[src/rtl/ipm_sfifo_ctrl_v2_if.sv]
// rtl/ipm_sfifo_ctrl_v2_if.sv - user, RAM-port and status signals of the sync FIFO controller
interface ipm_sfifo_ctrl_v2_if #(
  parameter int c_DEPTH_WIDTH = 9,
  parameter int c_DATA_WIDTH  = 32
);
  logic                     flush;
  logic                     w_en;
  logic                     r_en;
  logic [c_DEPTH_WIDTH:0]   af_thresh;
  logic [c_DEPTH_WIDTH:0]   ae_thresh;
  logic                     clr_err;
  logic                     ram_we;
  logic [c_DEPTH_WIDTH-1:0] waddr;
  logic                     ram_re;
  logic [c_DEPTH_WIDTH-1:0] raddr;
  logic [c_DATA_WIDTH-1:0]  ram_rdata;
  logic [c_DATA_WIDTH-1:0]  rdata;
  logic                     rvalid;
  logic                     wfull;
  logic                     almost_full;
  logic                     rempty;
  logic                     almost_empty;
  logic [c_DEPTH_WIDTH:0]   water_level;
  logic                     overflow;
  logic                     underflow;

  modport slave (
    input  flush, w_en, r_en, af_thresh, ae_thresh, clr_err, ram_rdata,
    output ram_we, waddr, ram_re, raddr, rdata, rvalid, wfull, almost_full,
           rempty, almost_empty, water_level, overflow, underflow
  );

  modport master (
    output flush, w_en, r_en, af_thresh, ae_thresh, clr_err, ram_rdata,
    input  ram_we, waddr, ram_re, raddr, rdata, rvalid, wfull, almost_full,
           rempty, almost_empty, water_level, overflow, underflow
  );
endinterface

[src/rtl/ipm_sfifo_ctrl_v2.sv]
// rtl/ipm_sfifo_ctrl_v2.sv - sync FIFO controller for an external RAM, standard or FWFT read
// Sticky overflow/underflow flags exist only when FIFO_CTRL_ERR_FLAG_EN is defined.
module ipm_sfifo_ctrl_v2 #(
  parameter int    c_DEPTH_WIDTH = 9,
  parameter int    c_DATA_WIDTH  = 32,
  parameter string c_FWFT        = "OFF"
) (
  input logic               clk,
  input logic               rst_n,
  ipm_sfifo_ctrl_v2_if.slave bus
);
  localparam logic [c_DEPTH_WIDTH:0] FULL_LVL = {1'b1, {c_DEPTH_WIDTH{1'b0}}};
  localparam logic [c_DEPTH_WIDTH:0] ONE      = {{c_DEPTH_WIDTH{1'b0}}, 1'b1};

  logic [c_DEPTH_WIDTH:0] wptr;
  logic [c_DEPTH_WIDTH:0] rptr;
  logic [c_DEPTH_WIDTH:0] level;
  logic                   wr_acc;
  logic                   pop;

  assign bus.wfull        = (level == FULL_LVL);
  assign bus.almost_full  = (level >= bus.af_thresh);
  assign bus.almost_empty = (level <= bus.ae_thresh);
  assign bus.water_level  = level;
  assign bus.waddr        = wptr[c_DEPTH_WIDTH-1:0];
  assign bus.raddr        = rptr[c_DEPTH_WIDTH-1:0];

  assign wr_acc     = bus.w_en && !bus.wfull && !bus.flush;
  assign pop        = bus.r_en && !bus.rempty && !bus.flush;
  assign bus.ram_we = wr_acc;

  // rptr follows RAM reads; level follows the user-visible pushes and pops
  always_ff @(posedge clk or negedge rst_n) begin
    if (!rst_n) begin
      wptr  <= '0;
      rptr  <= '0;
      level <= '0;
    end else if (bus.flush) begin
      wptr  <= '0;
      rptr  <= '0;
      level <= '0;
    end else begin
      if (wr_acc)
        wptr <= wptr + ONE;
      if (bus.ram_re)
        rptr <= rptr + ONE;
      case ({wr_acc, pop})
        2'b10:   level <= level + ONE;
        2'b01:   level <= level - ONE;
        default: level <= level;
      endcase
    end
  end

  if (c_FWFT == "ON") begin : g_fwft
    logic [1:0]              st_cnt;
    logic                    inflight;
    logic [c_DATA_WIDTH-1:0] st0;
    logic [c_DATA_WIDTH-1:0] st1;
    logic [1:0]              st_next;

    // entries held after this edge: current, plus the landing read, minus the pop
    assign st_next    = st_cnt + (inflight ? 2'd1 : 2'd0) - (pop ? 2'd1 : 2'd0);
    assign bus.ram_re = (wptr != rptr) && (st_next < 2'd2) && !bus.flush;
    assign bus.rempty = (st_cnt == 2'd0);
    assign bus.rvalid = !bus.rempty;
    assign bus.rdata  = st0;

    always_ff @(posedge clk or negedge rst_n) begin
      if (!rst_n) begin
        st_cnt   <= 2'd0;
        inflight <= 1'b0;
        st0      <= '0;
        st1      <= '0;
      end else if (bus.flush) begin
        st_cnt   <= 2'd0;
        inflight <= 1'b0;
        st0      <= '0;
        st1      <= '0;
      end else begin
        st_cnt   <= st_next;
        inflight <= bus.ram_re;
        case ({pop, inflight})
          2'b11: begin
            if (st_cnt == 2'd2) begin
              st0 <= st1;
              st1 <= bus.ram_rdata;
            end else begin
              st0 <= bus.ram_rdata;
            end
          end
          2'b10: st0 <= st1;
          2'b01: begin
            if (st_cnt == 2'd0)
              st0 <= bus.ram_rdata;
            else
              st1 <= bus.ram_rdata;
          end
          default: ;
        endcase
      end
    end
  end else begin : g_std
    logic                    rvalid_q;
    logic [c_DATA_WIDTH-1:0] rdata_q;

    assign bus.ram_re = pop;
    assign bus.rempty = (level == '0);
    assign bus.rvalid = rvalid_q;
    // RAM data is presented in its valid cycle and held afterwards
    assign bus.rdata  = rvalid_q ? bus.ram_rdata : rdata_q;

    always_ff @(posedge clk or negedge rst_n) begin
      if (!rst_n) begin
        rvalid_q <= 1'b0;
        rdata_q  <= '0;
      end else if (bus.flush) begin
        rvalid_q <= 1'b0;
        rdata_q  <= '0;
      end else begin
        rvalid_q <= pop;
        if (rvalid_q)
          rdata_q <= bus.ram_rdata;
      end
    end
  end

`ifdef FIFO_CTRL_ERR_FLAG_EN
  logic ovf_q;
  logic unf_q;

  always_ff @(posedge clk or negedge rst_n) begin
    if (!rst_n) begin
      ovf_q <= 1'b0;
      unf_q <= 1'b0;
    end else begin
      if (bus.w_en && bus.wfull)
        ovf_q <= 1'b1;
      else if (bus.clr_err)
        ovf_q <= 1'b0;
      if (bus.r_en && bus.rempty)
        unf_q <= 1'b1;
      else if (bus.clr_err)
        unf_q <= 1'b0;
    end
  end

  assign bus.overflow  = ovf_q;
  assign bus.underflow = unf_q;
`else
  assign bus.overflow  = 1'b0;
  assign bus.underflow = 1'b0;
`endif
endmodule

[src/flat_wrapper.sv]
// flat-port wrapper written by rule: the top's interface ports become plain ports
module ipm_sfifo_ctrl_v2_flat 
#(
  parameter int    c_DEPTH_WIDTH = 9,
  parameter int    c_DATA_WIDTH  = 32,
  parameter string c_FWFT        = "   "
)
  (clk, rst_n, bus_flush, bus_w_en, bus_r_en, bus_af_thresh, bus_ae_thresh, bus_clr_err, bus_ram_rdata, bus_ram_we, bus_waddr, bus_ram_re, bus_raddr, bus_rdata, bus_rvalid, bus_wfull, bus_almost_full, bus_rempty, bus_almost_empty, bus_water_level, bus_overflow, bus_underflow);
  ipm_sfifo_ctrl_v2_if #(.c_DEPTH_WIDTH(c_DEPTH_WIDTH), .c_DATA_WIDTH(c_DATA_WIDTH)) bus_i ();
  input logic clk;
  input logic rst_n;
  input wire logic [$bits(bus_i.flush)-1:0] bus_flush;
  input wire logic [$bits(bus_i.w_en)-1:0] bus_w_en;
  input wire logic [$bits(bus_i.r_en)-1:0] bus_r_en;
  input wire logic [$bits(bus_i.af_thresh)-1:0] bus_af_thresh;
  input wire logic [$bits(bus_i.ae_thresh)-1:0] bus_ae_thresh;
  input wire logic [$bits(bus_i.clr_err)-1:0] bus_clr_err;
  input wire logic [$bits(bus_i.ram_rdata)-1:0] bus_ram_rdata;
  output wire logic [$bits(bus_i.ram_we)-1:0] bus_ram_we;
  output wire logic [$bits(bus_i.waddr)-1:0] bus_waddr;
  output wire logic [$bits(bus_i.ram_re)-1:0] bus_ram_re;
  output wire logic [$bits(bus_i.raddr)-1:0] bus_raddr;
  output wire logic [$bits(bus_i.rdata)-1:0] bus_rdata;
  output wire logic [$bits(bus_i.rvalid)-1:0] bus_rvalid;
  output wire logic [$bits(bus_i.wfull)-1:0] bus_wfull;
  output wire logic [$bits(bus_i.almost_full)-1:0] bus_almost_full;
  output wire logic [$bits(bus_i.rempty)-1:0] bus_rempty;
  output wire logic [$bits(bus_i.almost_empty)-1:0] bus_almost_empty;
  output wire logic [$bits(bus_i.water_level)-1:0] bus_water_level;
  output wire logic [$bits(bus_i.overflow)-1:0] bus_overflow;
  output wire logic [$bits(bus_i.underflow)-1:0] bus_underflow;
  assign bus_i.flush = bus_flush;
  assign bus_i.w_en = bus_w_en;
  assign bus_i.r_en = bus_r_en;
  assign bus_i.af_thresh = bus_af_thresh;
  assign bus_i.ae_thresh = bus_ae_thresh;
  assign bus_i.clr_err = bus_clr_err;
  assign bus_i.ram_rdata = bus_ram_rdata;
  assign bus_ram_we = bus_i.ram_we;
  assign bus_waddr = bus_i.waddr;
  assign bus_ram_re = bus_i.ram_re;
  assign bus_raddr = bus_i.raddr;
  assign bus_rdata = bus_i.rdata;
  assign bus_rvalid = bus_i.rvalid;
  assign bus_wfull = bus_i.wfull;
  assign bus_almost_full = bus_i.almost_full;
  assign bus_rempty = bus_i.rempty;
  assign bus_almost_empty = bus_i.almost_empty;
  assign bus_water_level = bus_i.water_level;
  assign bus_overflow = bus_i.overflow;
  assign bus_underflow = bus_i.underflow;
  ipm_sfifo_ctrl_v2 #(.c_DEPTH_WIDTH(c_DEPTH_WIDTH), .c_DATA_WIDTH(c_DATA_WIDTH), .c_FWFT(c_FWFT)) u_core (.clk(clk), .rst_n(rst_n), .bus(bus_i));
endmodule
[config.mk]
export PLATFORM = sky130hd
export DESIGN_NAME = ipm_sfifo_ctrl_v2_flat
export DESIGN_NICKNAME = d
export VERILOG_FILES = /design/src/rtl/ipm_sfifo_ctrl_v2_if.sv /design/src/rtl/ipm_sfifo_ctrl_v2.sv /design/src/flat_wrapper.sv
export SDC_FILE = /design/constraint.sdc
export NUM_CORES = 1
export LEC_CHECK = 0
export ABC_AREA = 1
export BUFFER_PORTS_ARGS = -buffer_cell sky130_fd_sc_hd__buf_4
export CAP_MARGIN = 20
export CORE_MARGIN = 1
export CORE_UTILIZATION = 46
export DETAILED_ROUTE_END_ITERATION = 10
export PLACE_DENSITY = 0.77
export SLEW_MARGIN = 5
export SYNTH_ARGS = -nofsm -noshare
export SYNTH_HDL_FRONTEND = slang
export SYNTH_SLANG_ARGS = --single-unit
[constraint.sdc]
create_clock -name clk -period 2.4 [get_ports clk]
set_input_delay 0.12 -clock clk [delete_from_list [all_inputs] [get_ports clk]]
set_output_delay 0.12 -clock clk [all_outputs]
set_load 0.05 [all_outputs]
-- After elaboration in Yosys (flattened, before gate mapping)
Index checks and enable logic that the tools add are counted.
- add/sub/neg operators: 4
- $mul: 0
- divide/modulo/power cells: 0
- $lt $le $gt $ge: 2
- eq/ne operators: 3
- shift-type cells: 0
- multiplexer cells: 9
- bitwise gates (word level): 0
- reductions and logical operators: 11
- operators with widths (cell ; number):
    32-bit 2-to-1 mux ; 2
    10-bit 2-to-1 mux ; 5
    10-bit by 1-bit adder with 10-bit output (second input constant) ; 3
    10-bit one-hot mux with 2 select lines ; 1
    10-bit == test (second input constant) ; 1
    10-bit >= comparator ; 1
    10-bit <= comparator ; 1
    10-bit logical NOT ; 1
    10-bit by 1-bit subtractor with 10-bit output (second input constant) ; 1
    1-bit logical AND ; 4
    2-bit nonzero test ; 2
    1-bit logical NOT ; 3
    3-bit nonzero test ; 1
    2-bit by 1-bit == test with 1-bit output (second input constant) ; 1
    2-bit == test (second input constant) ; 1
    1-bit 2-to-1 mux ; 1
- register bits: 63
- latch bits: 0
- RAM bits: 0
- ROM bits: 0
- bits of input ports: 58
- output and inout port bits: 69
- logic and storage cells: 34
- memories kept: 0

-- Longest topological paths before layout
Gate-level depths: netlist of the first run.
- depth in word-level cells: 7
- depth in mapped cells: 15
- depth with buffers taken out: 15

-- Worst setup path before layout of the first run
OpenSTA, ideal clock, no wires.
- kind: register -> register
- start: reg u_core.level[9] (netlist: u_core.bus.water_level[9])
- end: reg u_core.level[5] (netlist: u_core.bus.water_level[5])
- library setup time: 0.123 ns
- data arrival time: 2.544 ns
- data required time: 2.277 ns
- setup slack: -0.267 ns
- stages on the path, launching flop included: 13
- path buffers: 0
- period minus slack after synthesis: 2.667 ns
- cell sequence: dfrtp_1 > inv_1 > nor2_1 > nand2_4 > nand2_4 > nand3_2 > inv_1 > ha_1 > a21oi_1 > o21ai_0 > a21oi_1 > xor2_1 > o21ai_1
- cells in the longest elaborated chain, start to end: 7
- elaborated cells between the ends (all ways): 13
- classes of those cells: 3 x eq/ne; 2 x mux; 8 x reduce/logical
- ends and longest elaborated chain (element ; line ; RTL):
    start: declaration ; ipm_sfifo_ctrl_v2.sv:17 ; logic [c_DEPTH_WIDTH:0] level;
    start signal: assignment ; ipm_sfifo_ctrl_v2.sv:48 ; 2'b10: level <= level + ONE;
    start signal: assignment ; ipm_sfifo_ctrl_v2.sv:49 ; 2'b01: level <= level - ONE;
    start signal: assignment ; ipm_sfifo_ctrl_v2.sv:50 ; default: level <= level;
    10-bit == test or 10-bit logical NOT (tied branches) ; ipm_sfifo_ctrl_v2.sv:21, ipm_sfifo_ctrl_v2.sv:108 ;
    1-bit logical NOT, on equally long branches ; ipm_sfifo_ctrl_v2.sv:28, ipm_sfifo_ctrl_v2.sv:29 ;
    1-bit logical AND, on equally long branches (2 in a row) ; ipm_sfifo_ctrl_v2.sv:28, ipm_sfifo_ctrl_v2.sv:29 ;
    2-bit by 1-bit == test with 1-bit output or 2-bit == test (tied branches) ; ipm_sfifo_ctrl_v2.sv:47 ; case ({wr_acc, pop})
    10-bit one-hot mux with 2 select lines ; ipm_sfifo_ctrl_v2.sv:47 ;
    10-bit 2-to-1 mux ; ipm_sfifo_ctrl_v2.sv:38 ; end else if (bus.flush) begin
Parallel ways exist; a longest one is shown, timed or not.
A chain may end at the register's enable or synchronous reset.

-- Worst setup path after layout of the first run
- start: reg u_core.level[1] (netlist: u_core.bus.water_level[1])
- end: reg u_core.level[9] (netlist: u_core.bus.water_level[9])
- cells in the longest elaborated chain, start to end: 7
- elaborated cells between the ends (all ways): 15
- classes of those cells: 2 x add/sub; 3 x eq/ne; 2 x mux; 8 x reduce/logical
- ends and longest elaborated chain (element):
    branches (longest 7 deep; another with 10-bit by 1-bit subtractor with 10-bit output)
Several ways; the timed one is not identified.

==> results.md, run 1 <==
- Total negative slack: 0 ns
- Initial Utilization: 48.0%
- CP Data Required Time: 2.62 ns
- H-tree levels: 3
- Final Hold Fails: 0
- Critical Path Sink Type: register
- Clock sink total: 61
- DIE WIDTH: 92.0 µm
- Most frequent cells in the layout: buf_4 (145), nand2_1 (143), inv_1 (58)
- Status: complete, no violations
- Pwr dens: 1000 nW/µm²
- Worst VDD drop: 0.000856 V
- Die height: 92.0 µm
- Synth Register Bits: 61
- Post-Layout Inst Area: 5220 µm²
- Total wire length: 9650 µm
- Antenna violations before repair: 0
- Fin Clk Skew: 0.00440 ns
- WHS: 0.0581 ns
- Post-route antenna net violation count: 0
- Mapped Cells: 485
- Max_cap viols: 0
- Post-synth top area cell: dfrtp_1
- Crit-path cells: nor2_2 > nand2_2 > nor2_4 > nand2_4 > nand2_4 > nand3_4 > inv_8 > ha_4 > a21oi_4 > nor2_1 > o21ai_1 > nand3_1 > nand3b_1 > nand3_1 > nand2_1
- HP Class: input pin to register
- GRT overflow: 0
- Vias in the first global route: 3446
- Pre-antenna DRT Iters: 4
- Critical-path top delay cell: dfrtp_2
- Core Region: 7770 µm²
- Synth warnings: 0
- Crit path time final: 2.36 ns
- Vias: 3703
- Worst-path fanout max: 8
- WP buf/inv: 1
- Largest net degree at the start of global routing: 62
- Port Buffers: 123
- Final period utilization: 98.5%
- Place WS: -0.00897 ns
- FP Rows: 32
- Mapped Area: 3730 µm²
- Largest stage delay on the critical path: 0.41 ns
- CP Launch Type: register
- RSZ-0062 raised after global routing: true
- Fin. max-slew vios: 0
- WL per Instance: 13.1 µm
- Final Util: 67.1%
- Total CTS buffers: 9
- Via-per-instance ratio: 5.04
- Top-area cell type share of the netlist area: 40.9%
- Most common cell after layout, fill and taps aside: buf_4
- Actual slew at the worst max-slew pin: 0.920 ns
- Final HPWL DP: 7150 µm
- Final WS setup: 0.0353 ns
- Slew headroom: 38.6%
- CTS max path bufs: 2
- Kind of critical path: register to register
- Top delay family on crit path: simple AND/OR/NAND/NOR gates
- TritonCTS clock tree: done
- Crit path arrival time: 2.59 ns
- I/O pin cnt: 127
- Endpoints failing setup: 0
- Area of the die: 8470 µm²
- Layout cells sized above 1: 32.1%
- # nets final: 718
- Worst-path clk slew: 0.07 ns
- Syn-to-layout area delta: 39.9%
- Routability-driven placement congestion ratio: 0.892
- ANT cells: 0
- Area contributors post-synth: dfrtp_1 (41%), nand2_1 (15%), ha_1 (10%)
- DRT iter0 DRCs: 120
- Global-route usage over all layers: 23.0%
- Mean Syn Cell Area: 7.69 µm²
- Global-route wire length before repair: 15400 µm
- Distinct cells, synth: 33
- Register area share after synthesis: 40.9%
- Leak: 2.81 nW
- Cell Area, Placed: 4880 µm²
- Fillcell total: 642
- Fmax: 423 MHz
- Post-route DRC: 0
- Clk Latency, worst-skew pair: 0.34 ns
- Root buffer cell: clkbuf_8
==> per-layer routing <==
layer,vias up,global-route usage [%],wire length [µm]
li1,1859,-,-
met1,1705,28.7,4110
met2,121,39.0,4840
met3,18,4.73,515
met4,0,9.24,182
met5,-,0,0
==> timing repair <==
item / CTS / global route
gates resized for setup: 2 / 19
setup endpoints to repair: 1 / 3
hold endpoints to repair: 61 / 0
pin swaps: 2 / 7
hold buffers: 1 / 0
setup buffers: 1 / 4
==> synth_stat cells (all sizes together) <==
master and instances:
o211ai 1, nand3b 1, a21oi 52, xor2 9, o22ai 6, dfrtp 61, o21bai 1, a211oi 1
xnor2 2, nor2 25, fa 1, nor3 6, ha 30, clkbuf 11, a32o 1, clkinv 1
nand4 6, nor4 1, buf 3, conb 1, nand2 154, o21ai 32, nand3 18, inv 61
==> per-stage QoR <==
| step | power, mW | cells |
|---|---|---|
| 2_1_floorplan | 3.34 | 486 |
| 3_3_place_gp | 4.20 | 714 |
| 4_1_cts | 5.15 | 731 |
| 3_5_place_dp | 4.26 | 714 |
| 6_report | 5.24 | 735 |
| 5_1_grt | 5.55 | 735 |
==> cell families (layout without fill, tap and decap cells) <==
kind of cell	Yosys count	count (layout)	synth area share [%]
xor gates and xnor gates	11	11	2.58
and+or+nand+nor	211	211	24.4
DFF	61	61	40.9
other	1	2	0.101
buffers and inverters	76	223	7.89
adders and majority gates	31	31	10.6
AOI/OAI and AO/OA	94	94	13.5
==> path summary, 6_finish.rpt <==
check	from	end	slack [ns]	depth (start not counted)
max in group asynchronous	rst_n	u_core.bus.water_level[1]$_DFFE_PN0P_	1.46	2
setup reg to reg	u_core.bus.water_level[1]$_DFFE_PN0P_	u_core.bus.water_level[9]$_DFFE_PN0P_	0.04	15
setup / recovery	u_core.bus.water_level[1]$_DFFE_PN0P_	u_core.bus.water_level[9]$_DFFE_PN0P_	0.04	15
min in group asynchronous	rst_n	u_core.g_std.rdata_q[18]$_DFF_PN0_	0.40	2
hold / removal	bus_ram_rdata[4]	u_core.g_std.rdata_q[4]$_DFF_PN0_	0.06	3
hold reg to reg	u_core.g_std.rdata_q[15]$_DFF_PN0_	u_core.g_std.rdata_q[15]$_DFF_PN0_	0.53	2
==> worst reg2reg max path, delay by kind of cell, from the launching register on <==
kind            cells  cell delay, ns
simple gates       11            1.20
flops               1            0.41
buf+inv             1            0.13
compound gates      2            0.29
fa+ha+maj           1            0.22
==> layout make-up <==
class / instances / area [µm²] / share of cell area [%]
clock buffers: 10 / 128 / 2.45
multi-input cells: 349 / 2030 / 38.9
repair buffers: 146 / 1100 / 21.1
inverters: 62 / 241 / 4.63
clock inverters: 5 / 52.6 / 1.01
flip-flops and latches: 61 / 1540 / 29.5
well taps: 102 / 128 / 2.45
==> state kept, by name, summed over array words and instances, names as in the netlist <==
register and flops:
u_core.rptr 9, u_core.bus.rvalid 1, u_core.wptr 9, u_core.g_std.rdata_q 32
u_core.bus.water_level 10
==> report_power, final <==
| group | switching, mW | internal, mW |
|---|---|---|
| Clock | 0.374 | 0.468 |
| Sequential | 0.0870 | 1.19 |
| Combinational | 2.13 | 0.987 |
| Total | 2.59 | 2.65 |
No activity file was read; power rests on OpenSTA's default activity.
==> run 2: changes to the inputs <==
--- a/config.mk
+++ b/config.mk
@@ -7,11 +7,11 @@
 export LEC_CHECK = 0
 export ABC_AREA = 1
 export BUFFER_PORTS_ARGS = -buffer_cell sky130_fd_sc_hd__buf_4
-export CAP_MARGIN = 20
+export CAP_MARGIN = 0
 export CORE_MARGIN = 1
 export CORE_UTILIZATION = 46
 export DETAILED_ROUTE_END_ITERATION = 10
-export PLACE_DENSITY = 0.77
+export PLACE_DENSITY = 0.85
 export SLEW_MARGIN = 5
 export SYNTH_ARGS = -nofsm -noshare
 export SYNTH_HDL_FRONTEND = slang
==> run 2 against run 1 <==
Effect of this change: die area is the same; critical path type unchanged; routed wire length grew 0.42%; critical path depth shrank 2; highest routed layer unchanged; critical endpoint is now u_core.bus.water_level[7]$_DFFE_PN0P_; global-route usage grew 0.36 points.
==> results.md, run 2 (synthesis results as in run 1) <==
- H-tree levels: 3 (unchanged)
- Largest register FFs: 32 (unchanged)
- ANT cells: 0 (unchanged)
- Total power: 5.47 mW (+4.5%)
- DRT iter0 DRCs: 176 (+47%)
- Pwr dens: 1040 nW/µm² (+3.1%)
- Total CTS buffers: 9 (unchanged)
- Critical Path Sink Type: register
- Vias: 3723 (+0.54%)
- # nets final: 715 (-0.42%)
- Fmax: 433 MHz (+2.4%)
- Pre-antenna DRT Iters: 4 (unchanged)
- Die height: 92.0 µm (unchanged)
- Most frequent cells in the layout: nand2_1 (143), buf_4 (142), inv_1 (57)
- Fin. max-slew vios: 0 (unchanged)
- Crit-path cells: nor2_2 > nand2_2 > nor2_4 > a21oi_4 > nand3_4 > clkinv_8 > ha_4 > nand2_1 > o21ai_1 > nand3_1 > nand2_1 > xor2_1 > o21ai_1
- Final HPWL DP: 7240 µm (+1.3%)
- WHS Endpoint: u_core.g_std.rdata_q[11]$_DFF_PN0_
- Via-per-instance ratio: 5.08 (+0.81%)
- Area of the die: 8470 µm² (unchanged)
- Fillcell total: 610 (-5.0%)
- Hold path start: bus_ram_rdata[11]
- Clk Latency, worst-skew pair: 0.34 ns (about the same)
- WL per Instance: 13.2 µm (+0.70%)
- Worst VDD drop: 0.000533 V (-38%)
- Vias in the first global route: 3725 (+8.1%)
- DIE WIDTH: 92.0 µm (unchanged)
- CP Launch Type: register
- Total wire length: 9690 µm (+0.42%)
- Final period utilization: 96.2% (-2.3 points)
- Status: complete, no violations
- GRT overflow: 0 (unchanged)
- Endpoints failing setup: 0 (unchanged)
- FP Rows: 32 (unchanged)
- Final Hold Fails: 0 (unchanged)
- R2R depth: 13 (-2)
- Global-route wire length before repair: 15800 µm (+2.4%)
- Post-route DRC: 0 (unchanged)
- Reg2reg start: u_core.bus.water_level[7]$_DFFE_PN0P_
- Root buffer cell: clkbuf_8
- HP Class: input pin to register
- Fin Clk Skew: 0.0108 ns (+0.00639 ns)
- Global-route usage over all layers: 23.4% (+0.36 points)
- Cell Area, Placed: 4880 µm² (unchanged)
- Initial Utilization: 48.0% (unchanged)
- Largest net degree at the start of global routing: 62 (unchanged)
- Core Region: 7770 µm² (unchanged)
- Worst-path clk slew: 0.08 ns (about the same)
- Critical-path top delay cell: dfrtp_2
- Layout cells sized above 1: 32.6% (+0.58 points)
- CP Data Required Time: 2.63 ns (about the same)
- TritonCTS clock tree: done
- Most common cell after layout, fill and taps aside: nand2_1
- Clock sink total: 61 (unchanged)
- Actual slew at the worst max-slew pin: 0.750 ns (-0.170 ns)
- Port Buffers: 123 (unchanged)
- Post-route antenna net violation count: 0 (unchanged)
- Largest stage delay on the critical path: 0.41 ns (about the same)
- Hold Crit Depth: 3 (unchanged)
- Crit path arrival time: 2.54 ns (-0.05 ns)
- Worst reg2reg endpoint: u_core.bus.water_level[7]$_DFFE_PN0P_
- RSZ-0062 raised after global routing: true
- Worst-path fanout max: 8 (unchanged)
- CTS max path bufs: 2 (unchanged)
- Antenna violations before repair: 0 (unchanged)
- Leak: 2.81 nW (+0.31%)
- I/O pin cnt: 127 (unchanged)
- Syn-to-layout area delta: 41.8%
- Max_cap viols: 0 (unchanged)
- Crit path time final: 2.31 ns (-0.0547 ns)
- Largest register by flop count: u_core.g_std.rdata_q
- Routability-driven placement congestion ratio: 0.875 (-1.9%)
- Post-Layout Inst Area: 5290 µm² (+1.4%)
- Kind of critical path: register to register
- R2R Setup Slk: 0.09 ns (+0.05 ns)
- Slew headroom: 50.0% (+11 points)
run 2: metal layers:
metal	vias up	GRT usage (%)	part of all wire, %
met5	-	0	0
met4	0	13.4	2.7
met3	24	3.57	5.6
met2	134	41.5	50
met1	1706	26.6	42
li1	1859	-	-
run 2: repair_timing:
action | in CTS | in global routing
pin swaps | 0 | 6
buffers inserted | 0 | 2
resized for setup | 1 | 26
hold buffers | 1 | 0
setup endpoints to repair | 1 | 5
endpoints found under the hold margin | 61 | 0
run 2: critical path: cells and delay by family, from the launching register on:
| family | cells | cell delay (ns) |
|---|---|---|
| DFF | 1 | 0.41 |
| xor gates and xnor gates | 1 | 0.14 |
| adders and majority gates | 1 | 0.30 |
| buffers and inverters | 1 | 0.11 |
| AOI/OAI and AO/OA | 3 | 0.42 |
| and+or+nand+nor | 7 | 0.82 |
run 2: worst max-delay path by stage:
stage / cells after the start / startpoint / to
detailed placement: 13 / u_core.bus.water_level[7]$_DFFE_PN0P_ / u_core.bus.water_level[8]$_DFFE_PN0P_
CTS: 15 / u_core.bus.water_level[1]$_DFFE_PN0P_ / u_core.bus.water_level[9]$_DFFE_PN0P_
global route: 13 / u_core.bus.water_level[7]$_DFFE_PN0P_ / u_core.bus.water_level[7]$_DFFE_PN0P_
global placement: 13 / u_core.bus.water_level[7]$_DFFE_PN0P_ / u_core.bus.water_level[8]$_DFFE_PN0P_
floorplan: 15 / u_core.bus.water_level[1]$_DFFE_PN0P_ / u_core.bus.water_level[9]$_DFFE_PN0P_
finish: 13 / u_core.bus.water_level[7]$_DFFE_PN0P_ / u_core.bus.water_level[7]$_DFFE_PN0P_
run 2: final cells by class:
| cell class | count | area [µm²] | area share (%) |
|---|---|---|---|
| timing repair buffer | 143 | 1080 | 20.4 |
| sequential | 61 | 1540 | 29.1 |
| clock buffer | 9 | 124 | 2.34 |
| multi-input combinational | 349 | 2050 | 38.8 |
| clock inverter | 7 | 123 | 2.32 |
| tap | 102 | 128 | 2.41 |
| inverter | 62 | 246 | 4.66 |
run 2: report_power, final:
group	switching, mW	internal, mW
registers	0.0836	1.19
logic	2.11	0.969
clock network	0.423	0.694
run 2: metrics by stage:
stage | setup TNS (ns) | hold slack, ns | utilization [%] | setup slack [ns] | std cells
finish | 0 | 0.0528 | 68.1 | 0.0900 | 733
global route | -0.0648 | 0.0606 | 68.1 | -0.0314 | 733
CTS | 0 | 0.0444 | 66.2 | 0.0147 | 731
detailed placement | 0 | 0.237 | 62.9 | 0.0304 | 714
global placement | 0 | 0.229 | 62.9 | 0.0765 | 714
floorplan | 0 | -0.176 | - | 0.0219 | 486
==> run 3: changes to the inputs <==
--- a/config.mk
+++ b/config.mk
@@ -12,6 +12,8 @@
 export CORE_UTILIZATION = 46
 export DETAILED_ROUTE_END_ITERATION = 10
 export PLACE_DENSITY = 0.85
+export RECOVER_POWER = 50
+export SETUP_SLACK_MARGIN = 0.4
 export SLEW_MARGIN = 5
 export SYNTH_ARGS = -nofsm -noshare
 export SYNTH_HDL_FRONTEND = slang
==> run 3 against run 2 <==
Effect of this change: the run now ends with capacitance limit, setup timing left; sequential cell count unchanged; sequential power is essentially flat; utilization up 2.4 points; power rose by 5.4%; clock power hardly changed; largest power group unchanged.
==> results.md, run 3 (synthesis results as in run 1) <==
- Port Buffers: 123 (unchanged)
- Area of the die: 8470 µm² (unchanged)
- Worst Setup SP: u_core.bus.water_level[4]$_DFFE_PN0P_
- Via-per-instance ratio: 5.04 (-0.84%)
- Global-route usage over all layers: 24.1% (+0.75 points)
- Dpl cells: 712 (-0.28%)
- Total power: 5.77 mW (+5.4%)
- Hold path start: bus_ram_rdata[29]
- Crit path time final: 2.50 ns (+0.188 ns)
- WL per Instance: 14.2 µm (+7.0%)
- Worst reg2reg endpoint: u_core.bus.water_level[9]$_DFFE_PN0P_
- Post-route DRC: 0 (unchanged)
- Failing checks: capacitance limit, setup timing
- H-tree levels: 3 (unchanged)
- Vias in the first global route: 3510 (-5.8%)
- DIE WIDTH: 92.0 µm (unchanged)
- Syn-to-layout area delta: 46.8%
- Pre-antenna DRT Iters: 4 (unchanged)
- Slew headroom: 0.258% (-50 points)
- Final HPWL DP: 7100 µm (-2.0%)
- Total wire length: 10500 µm (+8.8%)
- Vias: 3752 (+0.78%)
- Largest register FFs: 32 (unchanged)
- Core Region: 7770 µm² (unchanged)
- GRT overflow: 0 (unchanged)
- Crit path arrival time: 2.74 ns (+0.20 ns)
- ANT cells: 0 (unchanged)
- Worst-path fanout max: 8 (unchanged)
- R2R Setup Slk: -0.1 ns (-0.19 ns)
- Worst-path clk slew: 0.08 ns (about the same)
- CTS max path bufs: 2 (unchanged)
- Place WS: 0.0403 ns (+0.00987 ns)
- Final Hold Fails: 0 (unchanged)
- Hold Crit Depth: 3 (unchanged)
- Final WS setup: -0.0977 ns (-0.188 ns)
- Fmax: 400 MHz (-7.5%)
- Leak: 2.80 nW (-0.55%)
- Antenna violations before repair: 0 (unchanged)
- Most frequent cells in the layout: nand2_1 (138), buf_4 (116), inv_1 (55)
- R2R depth: 15 (+2)
- Fin. max-slew vios: 0 (unchanged)
- TritonCTS clock tree: done
- Total negative slack: -0.144 ns (-0.144 ns)
- Finished Layout Cells: 745 (+1.6%)
- Max_cap viols: 1 (+1)
- CP Data Required Time: 2.64 ns (about the same)
- Largest net degree at the start of global routing: 62 (unchanged)
- Clk Latency, worst-skew pair: 0.35 ns (about the same)
- Initial Utilization: 48.0% (unchanged)
- Layout cells sized above 1: 32.3% (-0.30 points)
- Most common cell after layout, fill and taps aside: nand2_1
- Worst VDD drop: 0.000659 V (+24%)
- HP Class: input pin to register
- Kind of critical path: register to register
- Fin Clk Skew: 0.0101 ns (-0.000676 ns)
- Endpoints failing setup: 2 (+2)
- CP Launch Type: register
- Die height: 92.0 µm (unchanged)
- I/O pin cnt: 127 (unchanged)
- Global-route wire length before repair: 16100 µm (+2.1%)
- Pwr dens: 1050 nW/µm² (+1.7%)
- Clock sink total: 61 (unchanged)
- Final period utilization: 104% (+7.8 points)
- DRT iter0 DRCs: 195 (+11%)
- Critical Path Sink Type: register
- Routability-driven placement congestion ratio: 0.830 (-5.2%)
- Reg2reg start: u_core.bus.water_level[4]$_DFFE_PN0P_
- Total CTS buffers: 9 (unchanged)
- Largest register by flop count: u_core.g_std.rdata_q
- RSZ-0062 raised after global routing: true
- Status: finished with violations
- # nets final: 727 (+1.7%)
- WHS Endpoint: u_core.g_std.rdata_q[29]$_DFF_PN0_
- Root buffer cell: clkbuf_8
- Actual slew at the worst max-slew pin: 1.50 ns (+0.747 ns)
- Post-route antenna net violation count: 0 (unchanged)
- FP Rows: 32 (unchanged)
## run 3: cell types whose count changed in the layout (fill, tap and decap cells not counted), moves of 5 or more
cell and change:
o21ai_0 -5, o21ai_1 +5, clkbuf_1 +25, ha_4 +5, ha_1 -5, buf_4 -26
nand2_1 -5, buf_6 +10
## run 3: worst max-delay path by stage
stage,slack [ns],cells after the start,end
floorplan,0.06,13,u_core.bus.water_level[5]$_DFFE_PN0P_
global placement,0.12,12,u_core.bus.water_level[8]$_DFFE_PN0P_
CTS,0.07,13,u_core.bus.water_level[6]$_DFFE_PN0P_
finish,-0.1,15,u_core.bus.water_level[9]$_DFFE_PN0P_
detailed placement,0.04,15,u_core.bus.water_level[6]$_DFFE_PN0P_
global route,-0.21,15,u_core.bus.water_level[9]$_DFFE_PN0P_
## run 3: critical path: stages, from the launching register on
cell and delay, ns:
dfrtp_2 0.43, nor2_4 0.14, nand2_2 0.09, nor2_4 0.20, nand2_4 0.09, nand2_4 0.08, nand3_4 0.12, inv_8 0.13
ha_4 0.23, a21oi_4 0.16, nor2_1 0.06, o21ai_1 0.12, nand3_1 0.15, nand3b_1 0.23, nand3_1 0.11, nand2_1 0.05
## run 3: routing by layer
metal / GRT usage [%] / wire length [µm]
met1: 30.9 / 4570
met3: 4.98 / 597
met4: 11.1 / 299
met2: 39.2 / 5080
met5: 0 / 0
## run 3: where the power goes
part           leakage [nW]  internal, mW  total [mW]  switching [mW]
registers             0.819          1.19        1.28          0.0904
clock network         0.124         0.695        1.13           0.438
logic                  1.86          1.09        3.35            2.26
total                  2.80          2.97        5.77            2.79
## run 3: repair_timing
action,CTS,global route
pin swaps,18,17
setup endpoints to repair,10,44
gates resized for setup,24,34
setup buffers,6,10
endpoints found under the hold margin,61,0
hold buffers,1,0
## run 3: final cells by class
type                       count  area (µm²)
sequential                    61        1540
clock buffer                   9         124
tap                          102         128
clock inverter                 7         121
fill                         585        2290
timing repair buffer         155        1120
multi-input combinational    349        2190
inverter                      62         251
## run 3: stage by stage
step | hold slack [ns] | cell area [µm²] | util, %
floorplan | -0.176 | 3820 | -
global placement | 0.221 | 4920 | 63.4
detailed placement | 0.244 | 4920 | 63.4
CTS | 0.0295 | 5350 | 68.8
global route | 0.0489 | 5480 | 70.5
finish | 0.0368 | 5480 | 70.5
